[src/rtl/pattern_detector_pkg.sv]
// -----------------------------------------------------------------------------
// pattern_detector_pkg
//
// Purpose : shared constants for the serial pattern detector: default
//           parameter values, match-counter width and its saturation value,
//           and a helper that derives the pattern-length field width.
//
// Used by : pattern_window, pattern_detector (import pattern_detector_pkg::*)
// -----------------------------------------------------------------------------
package pattern_detector_pkg;

    // Default maximum pattern length in bits (legal range 2..16).
    localparam int DEF_MAX_LEN       = 8;

    // Configuration loaded by reset: pattern "01", length 2, overlapping.
    localparam int DEF_RESET_LEN     = 2;
    localparam int DEF_RESET_PATTERN = 1;
    localparam bit DEF_RESET_OVERLAP = 1'b1;

    // Match counter width and the value it sticks at.
    localparam int unsigned        CNT_W   = 16;
    localparam logic [CNT_W-1:0]   CNT_SAT = 16'hFFFF;

    // Width needed to hold a length value in the range 0..max_len.
    function automatic int len_width(input int max_len);
        return $clog2(max_len + 1);
    endfunction

endpackage

[src/rtl/pattern_window.sv]
// -----------------------------------------------------------------------------
// pattern_window
//
// Purpose : serial shift window with a bit-fill counter and masked compare.
//           Produces a combinational match strobe for the edge currently
//           being presented (i.e. it compares the window as it will look
//           after this edge's shift).
//
// Ports
//   clk        in   1        rising-edge clock
//   rst        in   1        asynchronous active-high reset (clears window)
//   i_clear    in   1        clear window and fill; suppresses sampling
//   i_valid    in   1        shift i_bit into the window on this edge
//   i_bit      in   1        serial data bit
//   i_pattern  in   MAX_LEN  pattern, LSB = last-received bit
//   i_len      in   LW       active pattern length, expected 1..MAX_LEN
//   i_overlap  in   1        1 = overlapping matches, 0 = restart after match
//   o_match    out  1        match strobe for this edge (combinational)
// -----------------------------------------------------------------------------
module pattern_window
    import pattern_detector_pkg::*;
#(
    parameter int MAX_LEN = DEF_MAX_LEN,
    parameter int LW      = len_width(MAX_LEN)
) (
    input  logic               clk,
    input  logic               rst,
    input  logic               i_clear,
    input  logic               i_valid,
    input  logic               i_bit,
    input  logic [MAX_LEN-1:0] i_pattern,
    input  logic [LW-1:0]      i_len,
    input  logic               i_overlap,
    output logic               o_match
);

    localparam logic [LW-1:0] FILL_MAX = LW'(MAX_LEN);

    logic [MAX_LEN-1:0] r_hist;
    logic [LW-1:0]      r_fill;

    logic [MAX_LEN-1:0] w_hist_nxt;
    logic [MAX_LEN-1:0] w_mask;
    logic [LW-1:0]      w_fill_nxt;
    logic               w_match;

    // Fill counts bits received since the last clear, sticking at MAX_LEN.
    function automatic logic [LW-1:0] fill_sat_inc(input logic [LW-1:0] f);
        return (f >= FILL_MAX) ? FILL_MAX : f + LW'(1);
    endfunction

    always_comb begin
        w_hist_nxt = {r_hist[MAX_LEN-2:0], i_bit};
        w_fill_nxt = fill_sat_inc(r_fill);
        w_mask     = '0;
        for (int i = 0; i < MAX_LEN; i++) begin
            w_mask[i] = (LW'(i) < i_len);
        end
        // The fill check stops a match against stale zeros left in the
        // window after a clear or a non-overlapping restart.
        w_match = i_valid && !i_clear
                  && ((w_hist_nxt & w_mask) == (i_pattern & w_mask))
                  && (w_fill_nxt >= i_len);
    end

    // Window state: shifts on each sampled bit
    always_ff @(posedge clk or posedge rst) begin
        if (rst) begin
            r_hist <= '0;
            r_fill <= '0;
        end else if (i_clear) begin
            r_hist <= '0;
            r_fill <= '0;
        end else if (i_valid) begin
            r_hist <= w_hist_nxt;
            // Non-overlapping mode restarts the count so the next match
            // needs a full len fresh bits; the history itself is kept.
            r_fill <= (w_match && !i_overlap) ? '0 : w_fill_nxt;
        end
    end

    assign o_match = w_match;

endmodule

[src/rtl/pattern_detector.sv]
// -----------------------------------------------------------------------------
// pattern_detector
//
// Purpose : serial bit-pattern detector with run-time configurable pattern,
//           length and overlap mode. Y is a registered one-cycle pulse after
//           each matching edge; match_count counts matches (saturating).
//
// Optional feature macro: PATTERN_DETECTOR_MATCH_COUNT_EN
//   defined   : 16-bit saturating match counter with synchronous clear
//   undefined : no counter is built, match_count reads 0, cnt_clr ignored
//
// Ports
//   clk          in   1        rising-edge clock
//   rst          in   1        asynchronous active-high reset
//   in_valid     in   1        sample A on this edge
//   A            in   1        serial data bit
//   cfg_load     in   1        load cfg_* on this edge (window cleared)
//   cfg_pattern  in   MAX_LEN  new pattern, LSB-aligned, bit 0 = last bit
//   cfg_len      in   LW       new length; 0 -> 1, >MAX_LEN -> MAX_LEN
//   cfg_overlap  in   1        1 = overlapping, 0 = non-overlapping
//   cnt_clr      in   1        synchronous clear of match_count
//   Y            out  1        registered match pulse
//   match_count  out  16       number of matches
// -----------------------------------------------------------------------------
module pattern_detector
    import pattern_detector_pkg::*;
#(
    parameter int                 MAX_LEN       = DEF_MAX_LEN,
    parameter int                 RESET_LEN     = DEF_RESET_LEN,
    parameter logic [MAX_LEN-1:0] RESET_PATTERN = MAX_LEN'(DEF_RESET_PATTERN),
    parameter bit                 RESET_OVERLAP = DEF_RESET_OVERLAP,
    localparam int                LW            = len_width(MAX_LEN)
) (
    input  logic               clk,
    input  logic               rst,
    input  logic               in_valid,
    input  logic               A,
    input  logic               cfg_load,
    input  logic [MAX_LEN-1:0] cfg_pattern,
    input  logic [LW-1:0]      cfg_len,
    input  logic               cfg_overlap,
    input  logic               cnt_clr,
    output logic               Y,
    output logic [CNT_W-1:0]   match_count
);

    localparam logic [LW-1:0] LEN_MAX = LW'(MAX_LEN);

    logic [MAX_LEN-1:0] r_pattern;
    logic [LW-1:0]      r_len;
    logic               r_overlap;
    logic               r_y;
    logic               w_match;

    // Length 0 would mask everything and match on every bit regardless of
    // the pattern, so it is promoted to 1; oversized lengths are clamped.
    function automatic logic [LW-1:0] clamp_len(input logic [LW-1:0] len);
        if (len == '0) begin
            return LW'(1);
        end
        if (len > LEN_MAX) begin
            return LEN_MAX;
        end
        return len;
    endfunction

    // Configuration registers
    always_ff @(posedge clk or posedge rst) begin
        if (rst) begin
            r_pattern <= RESET_PATTERN;
            r_len     <= clamp_len(LW'(RESET_LEN));
            r_overlap <= RESET_OVERLAP;
        end else if (cfg_load) begin
            r_pattern <= cfg_pattern;
            r_len     <= clamp_len(cfg_len);
            r_overlap <= cfg_overlap;
        end
    end

    // A load edge clears the window and blocks sampling of that edge's bit.
    pattern_window #(
        .MAX_LEN (MAX_LEN),
        .LW      (LW)
    ) u_window (
        .clk       (clk),
        .rst       (rst),
        .i_clear   (cfg_load),
        .i_valid   (in_valid),
        .i_bit     (A),
        .i_pattern (r_pattern),
        .i_len     (r_len),
        .i_overlap (r_overlap),
        .o_match   (w_match)
    );

    // Output pulse register: follows the match strobe one cycle later
    always_ff @(posedge clk or posedge rst) begin
        if (rst) begin
            r_y <= 1'b0;
        end else begin
            r_y <= w_match;
        end
    end

    assign Y = r_y;

`ifdef PATTERN_DETECTOR_MATCH_COUNT_EN
    logic [CNT_W-1:0] r_count;

    function automatic logic [CNT_W-1:0] cnt_sat_inc(input logic [CNT_W-1:0] c);
        return (c == CNT_SAT) ? CNT_SAT : c + CNT_W'(1);
    endfunction

    // Match counter: clear wins over a same-edge match; cfg_load leaves it alone
    always_ff @(posedge clk or posedge rst) begin
        if (rst) begin
            r_count <= '0;
        end else if (cnt_clr) begin
            r_count <= '0;
        end else if (w_match) begin
            r_count <= cnt_sat_inc(r_count);
        end
    end

    assign match_count = r_count;
`else
    logic w_unused_cnt_clr;
    assign w_unused_cnt_clr = cnt_clr;
    assign match_count      = '0;
`endif

endmodule

[config.mk]
export PLATFORM = sky130hd
export DESIGN_NAME = pattern_detector
export DESIGN_NICKNAME = d
export VERILOG_FILES = /design/src/rtl/pattern_detector_pkg.sv /design/src/rtl/pattern_window.sv /design/src/rtl/pattern_detector.sv
export SDC_FILE = /design/constraint.sdc
export NUM_CORES = 1
export LEC_CHECK = 0
export CORE_ASPECT_RATIO = 1.25
export CORE_MARGIN = 2
export CORE_UTILIZATION = 25
export DETAILED_ROUTE_END_ITERATION = 10
export SYNTH_ARGS = -nofsm -noshare
export SYNTH_HDL_FRONTEND = slang
export SYNTH_SLANG_ARGS = --single-unit
[constraint.sdc]
create_clock -name clk -period 1.96 [get_ports clk]
set_input_delay 0.392 -clock clk [delete_from_list [all_inputs] [get_ports clk]]
set_output_delay 0.392 -clock clk [all_outputs]
set_load 0.02 [all_outputs]
==> flow_summary.ini <==
[place]
dpl.cell_count = 221
dp_hpwl_um = 1980
globalplace.congestion = 0.765
post-place-ws_ps = -190
portBuffers = 18

[final_layout]
drive_gt1_share_pct = 25.8
layout_commonest_cell = dfrtp_1
syn2layout_area_growth_pct = 29.3
stdcell_count = 227
n_antenna_cell = 0
regArea_um2 = 629
multi_input_area_um2 = 761
fin_nets = 189
layout_common_cells = dfrtp_1 (22), clkdlybuf4s50_1 (18), conb_1 (16)
fill_cells = 585

[synthesis]
synth_top_family_by_area = multiplexers
ys_types = 31
synth-simple-area-share_pct = 10.9
yosysSeqAreaShare_pct = 44.9
synth.area.mux_share_pct = 12.2
syn-cell-area_um2 = 1400
synth_compound_area_share_pct = 9.28
synth.largest_area_cell = dfrtp_1
yosysTopAreaCellShare_pct = 39.3
postSynthAreaPerCell_um2 = 10.5
synth_cells = 134
yosys_warnings = 0
synth-adder-area-share_pct = 5.35
ys_ff_latch = 25
synth_area_leaders = dfrtp_1 (39%), buf_4 (8.6%), mux2_2 (7.2%), dfstp_2 (5.6%), ha_1 (5.4%)
synth_xor_area_share_pct = 5.62

[global_route]
grt_pass1_vias = 978
antenna_found_initial = 0
grt_util_all_layers_pct = 8.72
grt.met2_usage_pct = 15.0
grt-busiest-layer = met2
grt_first_pass_wirelength_um = 4280
grtUsageMet3_pct = 1.61
grt_max_degree = 26
grt_overflow_total = 0
met1_usage_pct = 10.5

[clocking]
clock_latency_ps = 270
root_buffer = clkbuf_8
cts_buffers = 3
cts.htree.levels = 1
cts_tree = done
path_clk_slew_ps = 80
ctsHoldBuffers = 0
clock_path_buffers = 2
cts.sinks = 25

[sta]
finalHoldViolCount = 0
fin_crit_ps = 2080
fmaxAchievable_mhz = 480
fin_worst_skew_ps = 1.38
drv_slew = 0
post-route-period-util_pct = 106
setup_violations = 4
rsz0062_at_grt = true
fin_tns_setup_ps = -381
setup_ws_ps = -121
holdWs_ps = 468

[worst_hold_path]
worstHoldPathType = in -> async

[power]
peakVddDrop_mv = 0.223
power.total_mw = 1.18
power_leakage_nw = 0.795
p_per_area_nw_per_um2 = 649

[critical_path]
required_ps = 2120
start_kind = register
path_class = reg -> reg
crit_fanout = 4
r2r_start = u_window.r_fill[0]
critPathLaunch = u_window.r_fill[0]
slowest_stage = dfrtp_1
cp_slowest_stage_delay_ps = 420
path_delay_family = simple AND/OR/NAND/NOR gates
endpoint_kind = register
cp_cell_sequence = inv_1 > ha_1 > nor2b_4 > ha_4 > a2111oi_4 > nor4_4 > nand2_1 > o311a_1
crit_arrival_ps = 2240
cp_num_buf_inv = 1

[routing]
remaining_drc_errors = 0
vias = 981
vias_per_cell = 4.32
ant_nets = 0
routedWlPerCell_um = 11.2
first_pass_iters = 4
drt_iter0_drc = 13
drt_wl_total_um = 2550

[die]
core-area_um2 = 5410
row_count = 30
die_w_um = 71.0
die-area_um2 = 6230
start_util_pct = 25.9
dieHeight_um = 87.7
ioPinCount = 36

[run]
maxCapViolations = 0

[status]
violations = setup timing
status = finished with violations
[state kept, by name, summed over array words and instances, names as in the netlist]
register / count
Y: 1
r_pattern: 8
u_window.r_fill: 4
r_len: 4
r_overlap: 1
u_window.r_hist: 7
[synthesized netlist by cell type]
cell type	count
dfrtp_1	22
buf_4	16
nor2_1	16
mux2_2	9
xnor2_1	8
inv_1	7
mux2i_1	7
ha_1	6
nand2_1	6
o22ai_1	5
a22o_1	3
a31oi_1	3
dfstp_2	3
buf_1	2
clkbuf_1	2
nand2b_1	2
nor4_1	2
o21ai_0	2
a2111oi_0	1
a31o_2	1
conb_1	1
nand3_1	1
nor2b_1	1
nor3_1	1
nor3b_1	1
nor4b_2	1
o21a_1	1
o311a_1	1
o32ai_1	1
or2_2	1
xor2_1	1
[logic make-up (layout without fill, tap and decap cells)]
logic type,after synthesis,count (layout)
other,1,16
muxes,16,16
and+or+nand+nor,32,32
DFF,25,25
adders and majority gates,6,6
xor gates and xnor gates,9,9
buffers and inverters,27,41
AOI/OAI and AO/OA,18,18
[layout make-up]
type / count / area share [%]
tap: 64 / 4.42
multi-input combinational: 97 / 42.0
inverter: 7 / 1.45
clock inverter: 1 / 0.276
sequential: 25 / 34.7
timing repair buffer: 30 / 14.9
clock buffer: 3 / 2.28
[worst reg2reg max path: cells and delay by family, from the launching register on]
family	cells	cell delay (ps)
compound gates	2	380
fa+ha+maj	2	550
buf+inv	1	60
flops	1	420
simple gates	3	560
[layer usage]
metal | wire length, um | vias up
met3 | 107 | 5
met2 | 1260 | 20
met1 | 1130 | 473
met5 | 0 | -
li1 | - | 483
met4 | 49 | 0
[path summary, 6_finish.rpt]
kind,end,slack (ps),depth (start not counted)
worst max register to register,u_window.r_fill[3],-120,8
max in group asynchronous,r_pattern[0],1200,3
worst max-delay path,u_window.r_fill[3],-120,8
worst min register to register,r_overlap,530,2
worst min-delay path,u_window.r_fill[3],470,3
min in group clk,r_overlap,530,2
[power breakdown]
group          switching, mW  internal, mW
clock network          0.162         0.142
logic                  0.138         0.152
registers             0.0299         0.552
[per-stage QoR]
| stage | utilization [%] | cell area, um2 |
|---|---|---|
| after global placement | 31.3 | 1690 |
| after CTS | 32.3 | 1750 |
| final | 33.5 | 1810 |
| after floorplan | - | 1490 |
| after global routing | 33.5 | 1810 |
| after detailed placement | 31.3 | 1690 |
[what timing repair did]
item,4_1_cts,5_1_grt
pin swaps,0,1
buffers inserted,1,1
endpoints found under the hold margin,0,0
resized for setup,0,10
endpoints found under the setup margin,5,5
Power figures use the tool's default switching activity.
